### config.mk
export PLATFORM = sky130hd
export DESIGN_NAME = fwd_hazard_unit
export DESIGN_NICKNAME = d
export VERILOG_FILES = /design/src/rtl/fwd_hazard_unit.sv
export SDC_FILE = /design/constraint.sdc
export NUM_CORES = 1
export LEC_CHECK = 0
export CAP_MARGIN = 20
export CORE_MARGIN = 3
export CORE_UTILIZATION = 40
export DETAILED_ROUTE_END_ITERATION = 16
export GPL_ROUTABILITY_DRIVEN = 0
export PLACE_DENSITY = 0.79
export SYNTH_ARGS = -nofsm -noshare
export SYNTH_HDL_FRONTEND = slang
export SYNTH_SLANG_ARGS = --single-unit
### constraint.sdc
create_clock -name clk -period 6.3 [get_ports clk]
set_input_delay 1.575 -clock clk [delete_from_list [all_inputs] [get_ports clk]]
set_output_delay 1.575 -clock clk [all_outputs]
set_load 0.005 [all_outputs]
### src/rtl/fwd_hazard_unit.sv
// Operand forwarding and load-use hazard detection for a 5-stage pipeline.
// Tracks EX/MEM/WB destinations internally and counts load-use stall cycles.
module fwd_hazard_unit #(
  parameter int STALL_CNT_W = 16
) (
  input  logic                   clk,
  input  logic                   rst_n,
  input  logic [4:0]             id_rs,
  input  logic [4:0]             id_rt,
  input  logic                   id_valid,
  input  logic [4:0]             ex_dst,
  input  logic                   ex_reg_write,
  input  logic                   ex_mem_read,
  output logic [1:0]             fwd_a,
  output logic [1:0]             fwd_b,
  output logic                   stall,
  output logic [4:0]             wb_dst,
  output logic                   wb_reg_write,
  output logic [STALL_CNT_W-1:0] stall_count
);

  localparam logic [1:0] FWD_RF  = 2'b00;
  localparam logic [1:0] FWD_MEM = 2'b10;
  localparam logic [1:0] FWD_WB  = 2'b01;

  logic [4:0] ex_rs;
  logic [4:0] ex_rt;
  logic [4:0] mem_dst;
  logic       mem_rw;
  logic       mem_mr;
  logic       wb_rw;
  logic       unused_mem_mr;

  // MEM wins over WB; a destination of r0 never forwards.
  function automatic logic [1:0] fwd_sel(input logic [4:0] src,
                                         input logic [4:0] m_dst,
                                         input logic       m_rw,
                                         input logic [4:0] w_dst,
                                         input logic       w_rw);
    if (m_rw && (m_dst != 5'd0) && (m_dst == src))
      return FWD_MEM;
    else if (w_rw && (w_dst != 5'd0) && (w_dst == src))
      return FWD_WB;
    else
      return FWD_RF;
  endfunction

  function automatic logic [STALL_CNT_W-1:0] sat_inc(input logic [STALL_CNT_W-1:0] c);
    return (c == {STALL_CNT_W{1'b1}}) ? c : c + 1'b1;
  endfunction

  assign stall = id_valid && ex_mem_read && ex_reg_write && (ex_dst != 5'd0) &&
                 ((ex_dst == id_rs) || (ex_dst == id_rt));

  assign fwd_a        = fwd_sel(ex_rs, mem_dst, mem_rw, wb_dst, wb_rw);
  assign fwd_b        = fwd_sel(ex_rt, mem_dst, mem_rw, wb_dst, wb_rw);
  assign wb_reg_write = wb_rw;

  // The load flag travels with the MEM stage for the pipeline's benefit only.
  assign unused_mem_mr = mem_mr;

  // ID -> EX: a stall or an invalid ID slot becomes a bubble with no sources
  always_ff @(posedge clk or negedge rst_n) begin
    if (!rst_n) begin
      ex_rs <= 5'd0;
      ex_rt <= 5'd0;
    end else if (!stall && id_valid) begin
      ex_rs <= id_rs;
      ex_rt <= id_rt;
    end else begin
      ex_rs <= 5'd0;
      ex_rt <= 5'd0;
    end
  end

  // EX -> MEM -> WB destination tracking
  always_ff @(posedge clk or negedge rst_n) begin
    if (!rst_n) begin
      mem_dst <= 5'd0;
      mem_rw  <= 1'b0;
      mem_mr  <= 1'b0;
      wb_dst  <= 5'd0;
      wb_rw   <= 1'b0;
    end else begin
      mem_dst <= ex_dst;
      mem_rw  <= ex_reg_write;
      mem_mr  <= ex_mem_read;
      wb_dst  <= mem_dst;
      wb_rw   <= mem_rw;
    end
  end

  always_ff @(posedge clk or negedge rst_n) begin
    if (!rst_n)
      stall_count <= '0;
    else if (stall)
      stall_count <= sat_inc(stall_count);
  end

endmodule

==> results of run 1 <==
==> final cells by class <==
| type | instances | area [um^2] | area share |
|---|---|---|---|
| Sequential cell | 38 | 951 | 0.384 |
| Clock inverter | 3 | 40.0 | 0.0162 |
| Tap cell | 52 | 65.1 | 0.0263 |
| Clock buffer | 5 | 68.8 | 0.0278 |
| Timing Repair Buffer | 48 | 475 | 0.192 |
| Inverter | 1 | 3.75 | 0.00152 |
| Multi-Input combinational cell | 117 | 870 | 0.352 |
==> worst max-delay path: cells and delay by family <==
kind	cells	cell delay, ns
AOI/OAI and AO/OA	1	0.31
buffers and inverters	3	1.01
and+or+nand+nor	2	0.94
==> per-stage QoR <==
step | worst slack [ns] | cell area, um^2 | power [W] | util
3_3_place_gp | 0.918 | 2360 | 0.000344 | 0.536
3_5_place_dp | 0.886 | 2360 | 0.000346 | 0.536
2_1_floorplan | 2.03 | 1840 | 0.000302 | -
6_report | 0.893 | 2470 | 0.000545 | 0.560
4_1_cts | 0.884 | 2470 | 0.000550 | 0.560
5_1_grt | 0.738 | 2470 | 0.000567 | 0.560
==> synth_stat cells (2+ instances only) <==
cell and n:
sky130_fd_sc_hd__and4_1 2, sky130_fd_sc_hd__dfrtp_1 38, sky130_fd_sc_hd__and3_1 14, sky130_fd_sc_hd__nor3_1 2, sky130_fd_sc_hd__nand3_1 10, sky130_fd_sc_hd__xnor2_1 30, sky130_fd_sc_hd__nor2_1 2, sky130_fd_sc_hd__or4_1 4
sky130_fd_sc_hd__nor4_1 6, sky130_fd_sc_hd__xor2_1 15, sky130_fd_sc_hd__nand3b_1 2, sky130_fd_sc_hd__o21ai_0 2, sky130_fd_sc_hd__nand2_1 9, sky130_fd_sc_hd__nand4_1 7
==> logic make-up after synthesis <==
kind of cell | synth area share
AOI/OAI and AO/OA | 0.0265
adders and majority gates | 0.00678
DFF | 0.516
muxes | 0.00611
xor gates and xnor gates | 0.214
and+or+nand+nor | 0.218
buffers and inverters | 0.0129
==> path summary, 6_finish.rpt <==
check                                      end  slack [ns]  cells after the start
max in group asynchronous       stall_count[6]        4.26                      2
worst max-delay path                     stall        0.89                      6
worst max register to register  stall_count[1]        4.56                      5
worst min register to register    wb_reg_write        0.38                      0
worst min-delay path              wb_reg_write        0.38                      0
min in group asynchronous            wb_dst[3]        1.70                      2
==> power by group through the flow <==
| stage | Combinational, W | Clock (W) | Sequential, W |
|---|---|---|---|
| floorplan | 0.0000295 | 0 | 0.000273 |
| global placement | 0.0000700 | 0 | 0.000274 |
| detailed placement | 0.0000714 | 0 | 0.000274 |
| CTS | 0.0000719 | 0.000209 | 0.000269 |
| global route | 0.0000782 | 0.000217 | 0.000272 |
| finish | 0.0000707 | 0.000205 | 0.000269 |
==> routing by layer <==
layer  track usage  wire length [um]
met4        0.0543                58
met1         0.210              1680
met3        0.0451               177
met5             0                 0
met2         0.273              2050
==> layout by cell type, fill, tap and decap left out, drive strengths merged, types with 2 or more instances in the layout <==
cell	instances
xor2	15
clkbuf	5
or4	5
nand2	10
and4	2
dfrtp	38
clkdlybuf4s50	46
nand3b	2
nor4	7
and3	14
o21ai	2
nor2	3
clkinv	2
nor3	2
nand4	7
xnor2	30
buf	2
nand3	10
==> sequential cells by signal, summed over array words and instances, names as in the netlist <==
register and flops:
wb_dst 5, mem_rw 1, mem_dst 5, stall_count 16, ex_rs 5, ex_rt 5
wb_reg_write 1
==> results.md, run 1 <==
* Number of unique standard cell types used by synthesis at 30
* FF-to-FF Start: stall_count[13]
* Clock Pin Slew Worst Setup and Hold Paths at around 0.070 ns
* Synthesized instance count at 159
* Reported net switching power at ~0.00013 W
* Post-synth top area share at 0.516
* Antenna fix cells at 0
* Hold Crit Start: mem_rw
* Share of total power consumed by net switching at 0.240
* EDFF count, synth at 0
* Library cell with the largest summed area after synthesis: sky130_fd_sc_hd__dfrtp_1
* Cell-internal power at around 0.00041 W
* Final worst path period need at about 5.4 ns
* CP peak stage delay at 0.59 ns
* Synth area leaders: sky130_fd_sc_hd__dfrtp_1 (52%), sky130_fd_sc_hd__xnor2_1 (14%), sky130_fd_sc_hd__xor2_1 (7.1%), sky130_fd_sc_hd__and3_1 (4.7%), sky130_fd_sc_hd__nand3_1 (2.7%)
* Die outline height at ~74 um
* Post-synth top flop: sky130_fd_sc_hd__dfrtp_1
* Post-cts hold buffer count at 0
* Average vias per placed instance at approximately 5.1
* Final wirelength at 3960 um
* Outcome: finished clean
* Initial core utilization at 0.418
* Residual DRC count at 0
* Logic pwr share at 0.130
* Start point of the critical path: ex_dst[1]
* Buffers on Ports at 46
* Pin count of the biggest net entering global routing at 39
* Clock latency on the worst-skew pair at 0.29 ns
* CTS HTree Levels at 2
* Antenna violations before repair at 0
* Setup repair after global routing missed its margin: no
* Top fanout value on the critical path at 11
* Yosys warnings at 0
* Average cell area after synthesis at 11.6 um^2
* Leakage at a little over 1 nW
* Max IR drop VDD at between 0.1 and 0.15 mV
* Worst slew slack as a fraction of its limit at 0.685
* Synth async-reset ratio at 1.00
* Fin Clk Skew at approximately 0.0053 ns
* Final std cells w/o fill at around 260
* Number of setup violations in the final report at 0
* Clock share of power at 0.376
* Final Net Count at 232
* Worst hold margin at ~0.38 ns
* First-pass GRT wire length at just under 7000 um
* Sum of net half-perimeters after detailed placement at ~3000 um
* Routed length per placed instance at 15.0 um
* Number of gates resized after CTS at 0
* Syn nets at 180
* Fillers at just under 400
* Cells along the critical path: clkdlybuf4s50_1 -> or4_4 -> o2111ai_4 -> nand2b_1 -> inv_1 -> clkdlybuf4s50_1
* Detailed router's first-iteration violation count at approximately 50
* TritonCTS clock tree: yes
* Number of post-CTS setup repair buffers at 0
* Power Density at 220 nW/um^2
* DIE WIDTH at 73.9 um
* Total congestion overflow at 0
* Required time reported for the critical path endpoint at around 4.7 ns
* GRT Total Usage at 0.165
* Post-route clock period utilization at 0.858
* Overall die area at 5460 um^2
* Max frequency at 185 MHz
* Root buffer cell: sky130_fd_sc_hd__clkbuf_8
* Post-synthesis sequential area ratio at 0.516
* Total of flip-flops plus latches after synthesis at 38
* Vias after detailed routing at about 1400
* Post-Syn Area at around 1800 um^2
* First drt pass iteration count at 4
* Number of core rows at 24
* Total I/O pin count at 47
* Signal arrival time at the worst endpoint at roughly 3.8 ns
* Kind of end point of the critical path: output port
* CP startpoint kind: input pin
* Floorplan core area at approximately 4400 um^2
* Layout Area Growth over Synthesis at 34.1%
* Number of slew-limit violations in the final report at 0
* Worst path most repeated cell: sky130_fd_sc_hd__clkdlybuf4s50_1
* Part of the power in registers at 0.494
* Number of global-route vias before repair at about 1400
* Number of buffers added by the clock tree synthesis step at 5
* Maximum count of clock buffers along a single path at 2
* Standard cell with the maximum stage delay on the critical path: sky130_fd_sc_hd__or4_4
* Max-cap violations at 0
* Setup CP Type: in -> out
* Fraction of final layout cells sized beyond drive strength 1 at 0.0802
* Count of endpoints failing hold in the final timing report at 0
* Post-route setup TNS at 0 ns
* Inst Count DP at 256
* Remaining number of nets flagged by the antenna check after routing at 0
* Transition time at the pin with the least slew margin at between 0.4 and 0.5 ns
* Class of the worst hold path: reg -> reg
* CTS sink count at 38
(Power assumes the default switching activity.)
==> run 2, diff against run 1 <==
--- a/config.mk
+++ b/config.mk
@@ -8,6 +8,7 @@
 export CAP_MARGIN = 20
 export CORE_MARGIN = 3
 export CORE_UTILIZATION = 40
+export CTS_CLUSTER_DIAMETER = 50
 export DETAILED_ROUTE_END_ITERATION = 16
 export GPL_ROUTABILITY_DRIVEN = 0
 export PLACE_DENSITY = 0.79
==> results of run 2 <==
Same layout as run 1: the final DEF is identical, and so are final timing and power.
==> run 3, diff against run 2 <==
--- a/config.mk
+++ b/config.mk
@@ -6,7 +6,7 @@
 export NUM_CORES = 1
 export LEC_CHECK = 0
 export CAP_MARGIN = 20
-export CORE_MARGIN = 3
+export CORE_MARGIN = 5
 export CORE_UTILIZATION = 40
 export CTS_CLUSTER_DIAMETER = 50
 export DETAILED_ROUTE_END_ITERATION = 16
==> run 3 against run 2 <==
Compared with the run above: worst hold slack lost 0.0054 ns; total power fell by 9.6%; non-clock buffer count unchanged; fmax fell by 0.43%; first-iteration DRC count up 5.9%; sequential share of layout area is 0.47 points higher; largest power group unchanged; cell count is 0.38% lower; clock skew grew 0.0011 ns; critical path type unchanged; global-route usage is 3.3 points lower; combinational power down 0.8%.
==> results.md, run 3 (synthesis results as in run 1) <==
* Outcome: finished clean
* Worst slew slack as a fraction of its limit at 0.695
* Initial core utilization at 0.418
* Buffers on Ports at between 40 and 50
* Required time reported for the critical path endpoint at around 4.7 ns
* Logic pwr share at 0.142
* Fillers at around 380
* Final wirelength at 3850 um
* Clock Pin Slew Worst Setup and Hold Paths at ~0.07 ns
* Sum of net half-perimeters after detailed placement at between 3000 and 4000 um
* Number of global-route vias before repair at approximately 1400
* Remaining number of nets flagged by the antenna check after routing at 0
* Fin Clk Skew at 0.00640 ns
* Detailed router's first-iteration violation count at 54
* Power Density at between 200 and 250 nW/um^2
* Total congestion overflow at 0
* Cell-internal power at approximately 0.00037 W
* Total I/O pin count at 47
* Die outline height at about 78 um
* Leakage at between 1 and 1.5 nW
* Transition time at the pin with the least slew margin at 0.458 ns
* Final worst path period need at 5.43 ns
* Setup repair after global routing missed its margin: no
* Post-route setup TNS at 0 ns
* Reported net switching power at around 0.00012 W
* Fraction of final layout cells sized beyond drive strength 1 at 0.0758
* Top register by number of flip-flops: stall_count
* Number of buffers added by the clock tree synthesis step at 5
* Overall die area at around 6000 um^2
* Post-route clock period utilization at 0.862
* Commonest cells after routing, fill and taps aside: sky130_fd_sc_hd__clkdlybuf4s50_1 (46), sky130_fd_sc_hd__dfrtp_1 (38), sky130_fd_sc_hd__xnor2_1 (30), sky130_fd_sc_hd__xor2_1 (15), sky130_fd_sc_hd__and3_1 (14)
* Max frequency at ~180 MHz
* CTS HTree Levels at 2
* Vias after detailed routing at ~1400
* Inst Count DP at 256
* Clock latency on the worst-skew pair at around 0.28 ns
* Number of gates resized after CTS at 0
* Cell area after layout at 2440 um^2
* Number of core rows at 24
* Final Util at 0.554
* Floorplan core area at 4410 um^2
* Number of slew-limit violations in the final report at 0
* Max IR drop VDD at between 0.1 and 0.15 mV
* Antenna violations before repair at 0
* Antenna fix cells at 0
* DIE WIDTH at 77.9 um
* Final std cells w/o fill at between 200 and 300
* Count of endpoints failing hold in the final timing report at 0
* Pin count of the biggest net entering global routing at 39
* Signal arrival time at the worst endpoint at a little under 4 ns
* Routed length per placed instance at ~15 um
* Average vias per placed instance at roughly 5.2
* First drt pass iteration count at 4
* Number of setup violations in the final report at 0
* TritonCTS clock tree: yes
* Share of total power consumed by net switching at 0.246
* Maximum count of clock buffers along a single path at 2
* Clock share of power at 0.312
* Number of post-CTS setup repair buffers at 0
* Final Net Count at roughly 230
* Part of the power in registers at 0.546
* Residual DRC count at 0
* Number of flip-flops under the largest register name at 16
* CTS sink count at 38
* Kind of end point of the critical path: output port
* Setup CP Type: in -> out
* Instance area after placement at 2360 um^2
* Max-cap violations at 0
* Class of the worst hold path: reg -> reg
* First-pass GRT wire length at about 6400 um
* Root buffer cell: sky130_fd_sc_hd__clkbuf_8
* GRT Total Usage at 0.132
* Post-cts hold buffer count at 0
* CP startpoint kind: input pin
* Layout Area Growth over Synthesis at 32.5%
* Top fanout value on the critical path at 11
* Commonest non-fill, non-tap cell in the layout: sky130_fd_sc_hd__clkdlybuf4s50_1
* Flop2flop setup slack at between 4 and 5 ns
run 3: changes by cell type in the layout (fill, tap and decap cells not counted):
cell,change
sky130_fd_sc_hd__bufinv_16,-1
run 3: final timing paths:
| check | startpoint | to | cells after the start |
|---|---|---|---|
| max | ex_dst[1] | stall | 6 |
| min | mem_rw | wb_reg_write | 0 |
| min reg2reg | mem_rw | wb_reg_write | 0 |
| max reg2reg | stall_count[11] | stall_count[1] | 5 |
| min in group asynchronous | rst_n | stall_count[8] | 2 |
| max in group asynchronous | rst_n | mem_dst[1] | 2 |
run 3: area by class of cell:
| cell class | instances | area [um^2] | share of cell area |
|---|---|---|---|
| Sequential cell | 38 | 951 | 0.389 |
| Multi-Input combinational cell | 117 | 870 | 0.356 |
| Timing Repair Buffer | 48 | 475 | 0.195 |
| Clock buffer | 5 | 68.8 | 0.0282 |
| Tap cell | 52 | 65.1 | 0.0266 |
| Clock inverter | 2 | 10.0 | 0.00410 |
| Inverter | 1 | 3.75 | 0.00154 |
run 3: worst max-delay path, stage by stage:
cell	delay [ns]
sky130_fd_sc_hd__clkdlybuf4s50_1	0.52
sky130_fd_sc_hd__or4_4	0.59
sky130_fd_sc_hd__o2111ai_4	0.30
sky130_fd_sc_hd__nand2b_1	0.35
sky130_fd_sc_hd__inv_1	0.07
sky130_fd_sc_hd__clkdlybuf4s50_1	0.45
run 3: per-stage QoR:
step           hold slack (ns)  setup WS, ns  total power, W
2_1_floorplan            0.348          2.03        0.000302
3_5_place_dp             0.356         0.858        0.000345
5_1_grt                  0.383         0.746        0.000516
4_1_cts                  0.372         0.861        0.000500
6_report                 0.370         0.870        0.000493
3_3_place_gp             0.359         0.933        0.000344
run 3: per-layer routing:
metal / track usage / vias up / share of wire
li1: - / 666 / -
met1: 0.154 / 658 / 0.40
met2: 0.235 / 41 / 0.53
met3: 0.0336 / 5 / 0.058
met4: 0.0456 / 0 / 0.013
met5: 0 / - / 0
run 3: power groups by stage:
stage	sequential, W	clock [W]	combinational (W)
after detailed placement	0.000274	0	0.0000714
final	0.000269	0.000154	0.0000701
after global routing	0.000271	0.000169	0.0000758
after global placement	0.000274	0	0.0000703
after floorplan	0.000273	0	0.0000295
after CTS	0.000269	0.000160	0.0000716
